### src/rtl/instruction_queue_pkg.sv
// Shared instruction definitions: opcode and operand-interpretation enums
// plus the opcode legality helper used by the instruction queue.
package instruction_queue_pkg;

  typedef enum logic [3:0] {
    ADD  = 4'd0,
    SUB  = 4'd1,
    MULT = 4'd2,
    DIV  = 4'd3,
    SL   = 4'd4,
    SR   = 4'd5
  } op_t;

  typedef enum logic {
    UNSIGNED = 1'b0,
    SIGNED   = 1'b1
  } operand_type_t;

  // Encodings above SR are reserved and never enter the queue.
  function automatic logic is_legal_op(input logic [3:0] op);
    return (op <= 4'(SR));
  endfunction

endpackage

### src/rtl/instruction_queue.sv
// Circular instruction FIFO: one storage array, wrap-around read/write
// pointers and an occupancy counter; illegal opcodes are consumed, not stored.
module instruction_queue
  import instruction_queue_pkg::*;
#(
  parameter int DATA_W = 32,
  parameter int DEPTH  = 32
) (
  input  logic                     clk,
  input  logic                     rstN,
  input  logic                     flush,
  input  logic                     in_valid,
  output logic                     in_ready,
  input  op_t                      opcode,
  input  operand_type_t            op_type,
  input  logic [DATA_W-1:0]        op_a,
  input  logic [DATA_W-1:0]        op_b,
  output logic                     out_valid,
  input  logic                     out_ready,
  output op_t                      out_opcode,
  output operand_type_t            out_op_type,
  output logic [DATA_W-1:0]        out_op_a,
  output logic [DATA_W-1:0]        out_op_b,
  output logic [$clog2(DEPTH):0]   count,
  output logic                     err_illegal
);

  localparam int PTR_W = $clog2(DEPTH);
  localparam int CNT_W = PTR_W + 1;

  typedef struct packed {
    op_t               opcode;
    operand_type_t     op_type;
    logic [DATA_W-1:0] op_a;
    logic [DATA_W-1:0] op_b;
  } entry_t;

  localparam entry_t EMPTY_ENTRY = '{opcode: ADD, op_type: UNSIGNED, op_a: '0, op_b: '0};

  entry_t           mem [DEPTH];
  logic [PTR_W-1:0] wr_ptr;
  logic [PTR_W-1:0] rd_ptr;
  logic             full;
  logic             empty;
  logic             push_hs;
  logic             op_legal;
  logic             do_store;
  logic             do_pop;
  entry_t           entry_in;
  entry_t           head;

  // Handshake: a transfer happens on a posedge where valid && ready are both
  // high and flush is low; ready never depends on valid, and an illegal
  // opcode still completes its handshake but is dropped instead of stored.
  assign full      = (count == CNT_W'(DEPTH));
  assign empty     = (count == '0);
  assign in_ready  = !full;
  assign out_valid = !empty;

  assign op_legal = is_legal_op(opcode);
  assign push_hs  = in_valid && in_ready && !flush;
  assign do_store = push_hs && op_legal;
  assign do_pop   = out_valid && out_ready && !flush;

  assign entry_in = '{opcode: opcode, op_type: op_type, op_a: op_a, op_b: op_b};

  always_ff @(posedge clk or negedge rstN) begin
    if (!rstN) begin
      wr_ptr      <= '0;
      rd_ptr      <= '0;
      count       <= '0;
      err_illegal <= 1'b0;
    end else if (flush) begin
      wr_ptr      <= '0;
      rd_ptr      <= '0;
      count       <= '0;
      err_illegal <= 1'b0;
    end else begin
      // DEPTH is a power of two, so natural pointer overflow is the wrap.
      if (do_store) wr_ptr <= wr_ptr + 1'b1;
      if (do_pop)   rd_ptr <= rd_ptr + 1'b1;
      case ({do_store, do_pop})
        2'b10:   count <= count + 1'b1;
        2'b01:   count <= count - 1'b1;
        default: count <= count;
      endcase
      if (push_hs && !op_legal) err_illegal <= 1'b1;
    end
  end

  // Storage is deliberately not reset; the head mux hides it while empty.
  always_ff @(posedge clk) begin
    if (do_store) mem[wr_ptr] <= entry_in;
  end

  always_comb begin
    head = EMPTY_ENTRY;
    if (out_valid) head = mem[rd_ptr];
  end

  assign out_opcode  = head.opcode;
  assign out_op_type = head.op_type;
  assign out_op_a    = head.op_a;
  assign out_op_b    = head.op_b;

endmodule

### config.mk
export PLATFORM = sky130hd
export DESIGN_NAME = instruction_queue
export DESIGN_NICKNAME = d
export VERILOG_FILES = /design/src/rtl/instruction_queue_pkg.sv /design/src/rtl/instruction_queue.sv
export SDC_FILE = /design/constraint.sdc
export NUM_CORES = 2
export LEC_CHECK = 0
export CAP_MARGIN = 10
export CORE_MARGIN = 1.5
export CORE_UTILIZATION = 55
export CTS_BUF_LIST = sky130_fd_sc_hd__clkbuf_2
export DETAILED_ROUTE_END_ITERATION = 8
export PLACE_DENSITY = 0.81
export SLEW_MARGIN = 20
export SYNTH_ARGS = -nofsm -noshare
export SYNTH_HDL_FRONTEND = slang
export SYNTH_SLANG_ARGS = --single-unit
### constraint.sdc
create_clock -name clk -period 9.3 [get_ports clk]
set_input_delay 0.93 -clock clk [delete_from_list [all_inputs] [get_ports clk]]
set_output_delay 0.93 -clock clk [all_outputs]
set_load 0.02 [all_outputs]
Word level (Yosys, flattened, before mapping):

Memory sizes are Yosys's and may differ from the RTL's.
Index checks and enable logic that the tools add are counted.

* bits in registers: 17
* memory bits (writable): 2208
* bits of input ports: 74
* output and inout port bits: 78
* word-level logic and storage cells: 39
* memories: 1

* add/sub/neg operators: 4
* order comparisons: 1
* equality and inequality tests: 3
* muxes and demuxes: 11
* reduce and logical (&&, ||, !) cells: 15

Memory list
* mem: words 32, bits a word 69, read ports 1, clocked after Yosys merged registers in 0, wr ports 1, RTL line instruction_queue.sv:40 `entry_t mem [DEPTH];`

Operators by type and width (number)
* 69-bit 2-to-1 mux: 1
* 5-bit 2-to-1 mux: 4
* 6-bit case mux with 2 select lines: 1
* 5-bit by 1-bit adder with 5-bit output, second input constant: 2
* 6-bit by 1-bit adder with 6-bit output, second input constant: 1
* 6-bit equality test, second input constant: 1
* 1-bit logical AND: 6
* 6-bit logical NOT: 1
* 6-bit 2-to-1 mux: 1
* 2-bit nonzero test: 3
* 6-bit by 1-bit subtractor with 6-bit output, second input constant: 1
* 4-bit by 3-bit <= comparator with 1-bit output, second input constant: 1
* 1-bit logical NOT: 4
* 1-bit 2-to-1 mux: 4
* 3-bit nonzero test: 1
* 2-bit by 1-bit equality test with 1-bit output, second input constant: 1
* 2-bit equality test, second input constant: 1

Longest topological paths before layout:

* depth in word-level cells: 8
* mapped depth: 10
* depth with buffers taken out: 10

Worst setup path after synthesis:

Ideal clock, no wire load.

* kind: input to register
* from: in flush
* to: mem mem[23][0] (netlist name) (enable)
* data arrival time: 6933 ps
* path slack: 1772 ps
* stages: 6
* cells stage by stage: clkbuf_1 nand2b_1 a2111o_1 inv_1 nand2_1 nor3b_1

* longest elaborated chain between the ends: 5

Ends and longest elaborated chain
* start, declared: RTL line instruction_queue.sv:11 `input logic flush,`
* 1-bit logical NOT: RTL line instruction_queue.sv:61 `assign push_hs = in_valid && in_ready && !flush;`
* 1-bit logical AND: RTL line instruction_queue.sv:61
* 1-bit logical AND: RTL line instruction_queue.sv:62 `assign do_store = push_hs && op_legal;`
* 1-bit 2-to-1 mux: RTL line instruction_queue.sv:93 `if (do_store) mem[wr_ptr] <= entry_in;`
* 1-bit 2-to-1 mux (implied by the code): RTL line instruction_queue.sv:93
* end, declared: RTL line instruction_queue.sv:40

Every way passes these cells.

Worst setup path in the final report:

* from: reg rd_ptr[1]
* to: out out_op_a[4]

* longest elaborated chain between the ends: 2

Ends and longest elaborated chain
* start, declared: RTL line instruction_queue.sv:42 `logic [PTR_W-1:0] rd_ptr;`
* start signal, assigned: RTL line instruction_queue.sv:81 `if (do_pop) rd_ptr <= rd_ptr + 1'b1;`
* memory 32 x 69 bit
* 69-bit 2-to-1 mux: RTL line instruction_queue.sv:98 `if (out_valid) head = mem[rd_ptr];`
* end, declared: RTL line instruction_queue.sv:22 `output logic [DATA_W-1:0] out_op_a,`

Every way passes these cells.

==> results_dict.tcl <==
set metrics [dict create \
    hold_viol_final 0 \
    p_per_area_nw_per_um2 239 \
    core_area_um2 152000 \
    crit_required_ns 8.37 \
    wirelength_um 195000 \
    peakVddDrop_mv 0.218 \
    cp-end-kind "output pin" \
    fp.dieH_um 396 \
    comb_power_share_pct 22.2 \
    switching_power_w 0.00632 \
    ys_top_cells_by_count "edfxtp_1 (2208), mux4_2 (690), nor2_1 (121)" \
    drt-initial-drc-count 5497 \
    syn-num-nets 3452 \
    use_met3_pct 6.82 \
    status "finished clean" \
    fin_area_um2 94300 \
    synth_seq_area_share_pct 78.7 \
    grt_util_met2_pct 41.0 \
    overflow 0 \
    switching_share_pct 28.1 \
    cp-start-kind "register" \
    grt_max_degree 166 \
    maxCapViolations 0 \
    synth_top_area_share_pct 78.2 \
    clockBufferDepth 4 \
    grt_antenna_before_repair 14 \
    postSynthCellCount 3370 \
    die_area_um2 157000 \
    path_max_fanout 53 \
    period_share_pct 75.6 \
    cts_root_buf "clkbuf_2" \
    cts_buffers 548 \
    clock_power_share_pct 28.3 \
    clock_skew_ns 0.120 \
    dp_hpwl_um 101000 \
    synth.distinct_cells 43 \
    clk_latency_ns 1.73 \
    synth.most_common_cell "edfxtp_1" \
    path_clk_slew_ns 0.11 \
    seqPwrFrac_pct 49.5 \
    max_freq_mhz 142 \
    synth_area_um2 84800 \
    drcViolationCount 0 \
    initial_core_util_pct 55.6 \
    tns_ns 0 \
    grt-busiest-layer "met2" \
    place_area_um2 89100 \
    synth_edf_count 2208 \
    drv_slew 0 \
    placementRows 143 \
    rsz0062_at_grt "no" \
    first_global_vias 43100 \
    cts_num_sinks 2225 \
    worstMarginPinSlew_ns 1.21 \
    antenna_left 0 \
    via_per_inst 6.26 \
    async_reset_ff_share_pct 0.764 \
    syn_to_final_growth_pct 11.2 \
    io_buffer_count 151 \
    place.gp.congestion 0.740 \
    ys.flop_type "edfxtp_1" \
    p_int_w 0.0162 \
    grt_pass1_wl_um 282000 \
    arrival_ns 6.10 \
    fp.dieW_um 396 \
    slew_headroom_pct 19.1 \
    yosys-top-cells-area "edfxtp_1 (78%), mux4_2 (18%), mux2i_1 (0.81%)" \
    io_pins 152 \
    power_leakage_nw 29.2 \
    drt-wirelength-per-cell_um 30.4 \
    tritoncts "yes" \
    drive_above_1_share_pct 38.2 \
    htree_levels 6 \
    min_path_type "input pin to register" \
    yosysWarningCount 0 \
    setup_violations 0 \
    yosys.area.top_type "edfxtp_1" \
    finalNetCount 4092 \
    grt_usage_pct 25.1 \
    syn-mean-instance-area_um2 25.2 \
    met1_usage_pct 32.4 \
    critPathKind "register to output pin" \
    via_count 40100 \
    first_pass_iters 7 \
    min_period_ns 7.03 \
    synth-seq-cells 2225 \
]
registers in the layout (all words and copies together), names as in the netlist:
name,cells
mem,2208
count,6
rd_ptr,5
wr_ptr,5
err_illegal,1
critical path, stage by stage (launching register included):
cell             delay (ns)
dfrtp_4                0.93
buf_4                  0.61
buf_4                  0.76
mux4_2                 0.46
mux4_2                 0.49
mux2i_1                0.27
nor2_1                 0.08
clkdlybuf4s50_1        0.66
layer usage:
layer | up-vias | share of wire [%]
met5 | - | 0.038
met4 | 12 | 3.2
met3 | 387 | 11
met2 | 2605 | 51
met1 | 20900 | 35
li1 | 16200 | -
layout by cell type (no fill, tap or decap), types with 2 or more instances in the layout:
master	instances
nand2_1	13
nand3b_1	2
buf_12	17
clkdlybuf4s50_1	124
clkinv_1	90
nor3b_1	4
diode_2	6
dfrtp_4	5
ha_1	8
bufinv_16	16
nand3_1	4
and2_1	2
or4b_1	2
inv_2	19
xnor2_1	4
or3b_2	2
buf_4	61
dfrtp_1	12
clkinv_2	15
edfxtp_1	2208
dlygate4sd3_1	35
buf_16	2
inv_1	6
mux2i_1	69
or2_2	2
mux4_2	690
a31oi_1	2
nor2_1	90
buf_2	27
a21o_1	2
xor2_1	9
nand4_1	3
clkbuf_2	773
a21oi_1	3
nor2_4	31
power by group through the flow:
stage	Sequential (W)	Combinational, W	Clock [W]
after global routing	0.0112	0.00527	0.00699
after global placement	0.0114	0.00495	0
final	0.0111	0.00499	0.00638
after detailed placement	0.0114	0.00503	0
after floorplan	0.0113	0.00342	0
after CTS	0.0111	0.00506	0.00651
cells by family after synthesis:
logic type	Yosys count	share of synthesized area, %
and+or+nand+nor	163	0.839
DFF	2225	78.7
muxes	759	19.1
AOI/OAI and AO/OA	19	0.189
buffers and inverters	183	0.907
adders and majority gates	8	0.118
xor gates and xnor gates	13	0.134
path summary, 6_finish.rpt:
path / start / to / slack, ns / depth (start not counted)
min in group asynchronous: rstN / count[2]$_DFFE_PN0P_ / 0.61 / 3
worst min-delay path: op_b[14] / mem[20][14]$_DFFE_PP_ / 0.24 / 2
worst max-delay path: rd_ptr[1]$_DFFE_PN0P_ / out_op_a[4] / 2.27 / 7
max in group asynchronous: rstN / rd_ptr[4]$_DFFE_PN0P_ / 7.34 / 4
worst min register to register: wr_ptr[0]$_DFFE_PN0P_ / wr_ptr[0]$_DFFE_PN0P_ / 0.66 / 2
worst max register to register: count[5]$_DFFE_PN0P_ / mem[20][55]$_DFFE_PP_ / 4.78 / 5
area by class of cell:
class                   instances  area [um^2]
flip-flops and latches       2225        66700
repair buffers                267         2590
fillers                      9969        58100
diodes                          6         15.0
inverters                       6         22.5
clock inverters               142          981
well taps                    2030         2540
multi-input cells             962        17600
clock buffers                 773         3870
through the flow:
stage	total power, W	std cells	worst slack, ns	utilization [%]	hold slack, ns
2_1_floorplan	0.0147	3370	1.77	-	0.580
4_1_cts	0.0227	6374	2.03	61.7	0.222
3_5_place_dp	0.0164	5451	3.08	58.5	0.576
6_report	0.0225	6411	2.27	61.9	0.242
3_3_place_gp	0.0163	5450	3.23	58.5	0.595
5_1_grt	0.0234	6410	2.01	61.9	0.149
repair_timing:
item	in CTS	in global routing
resized for setup	0	0
setup buffers	0	0
hold endpoints to repair	66	864
hold buffers	8	27
(Power assumes the default switching activity.)
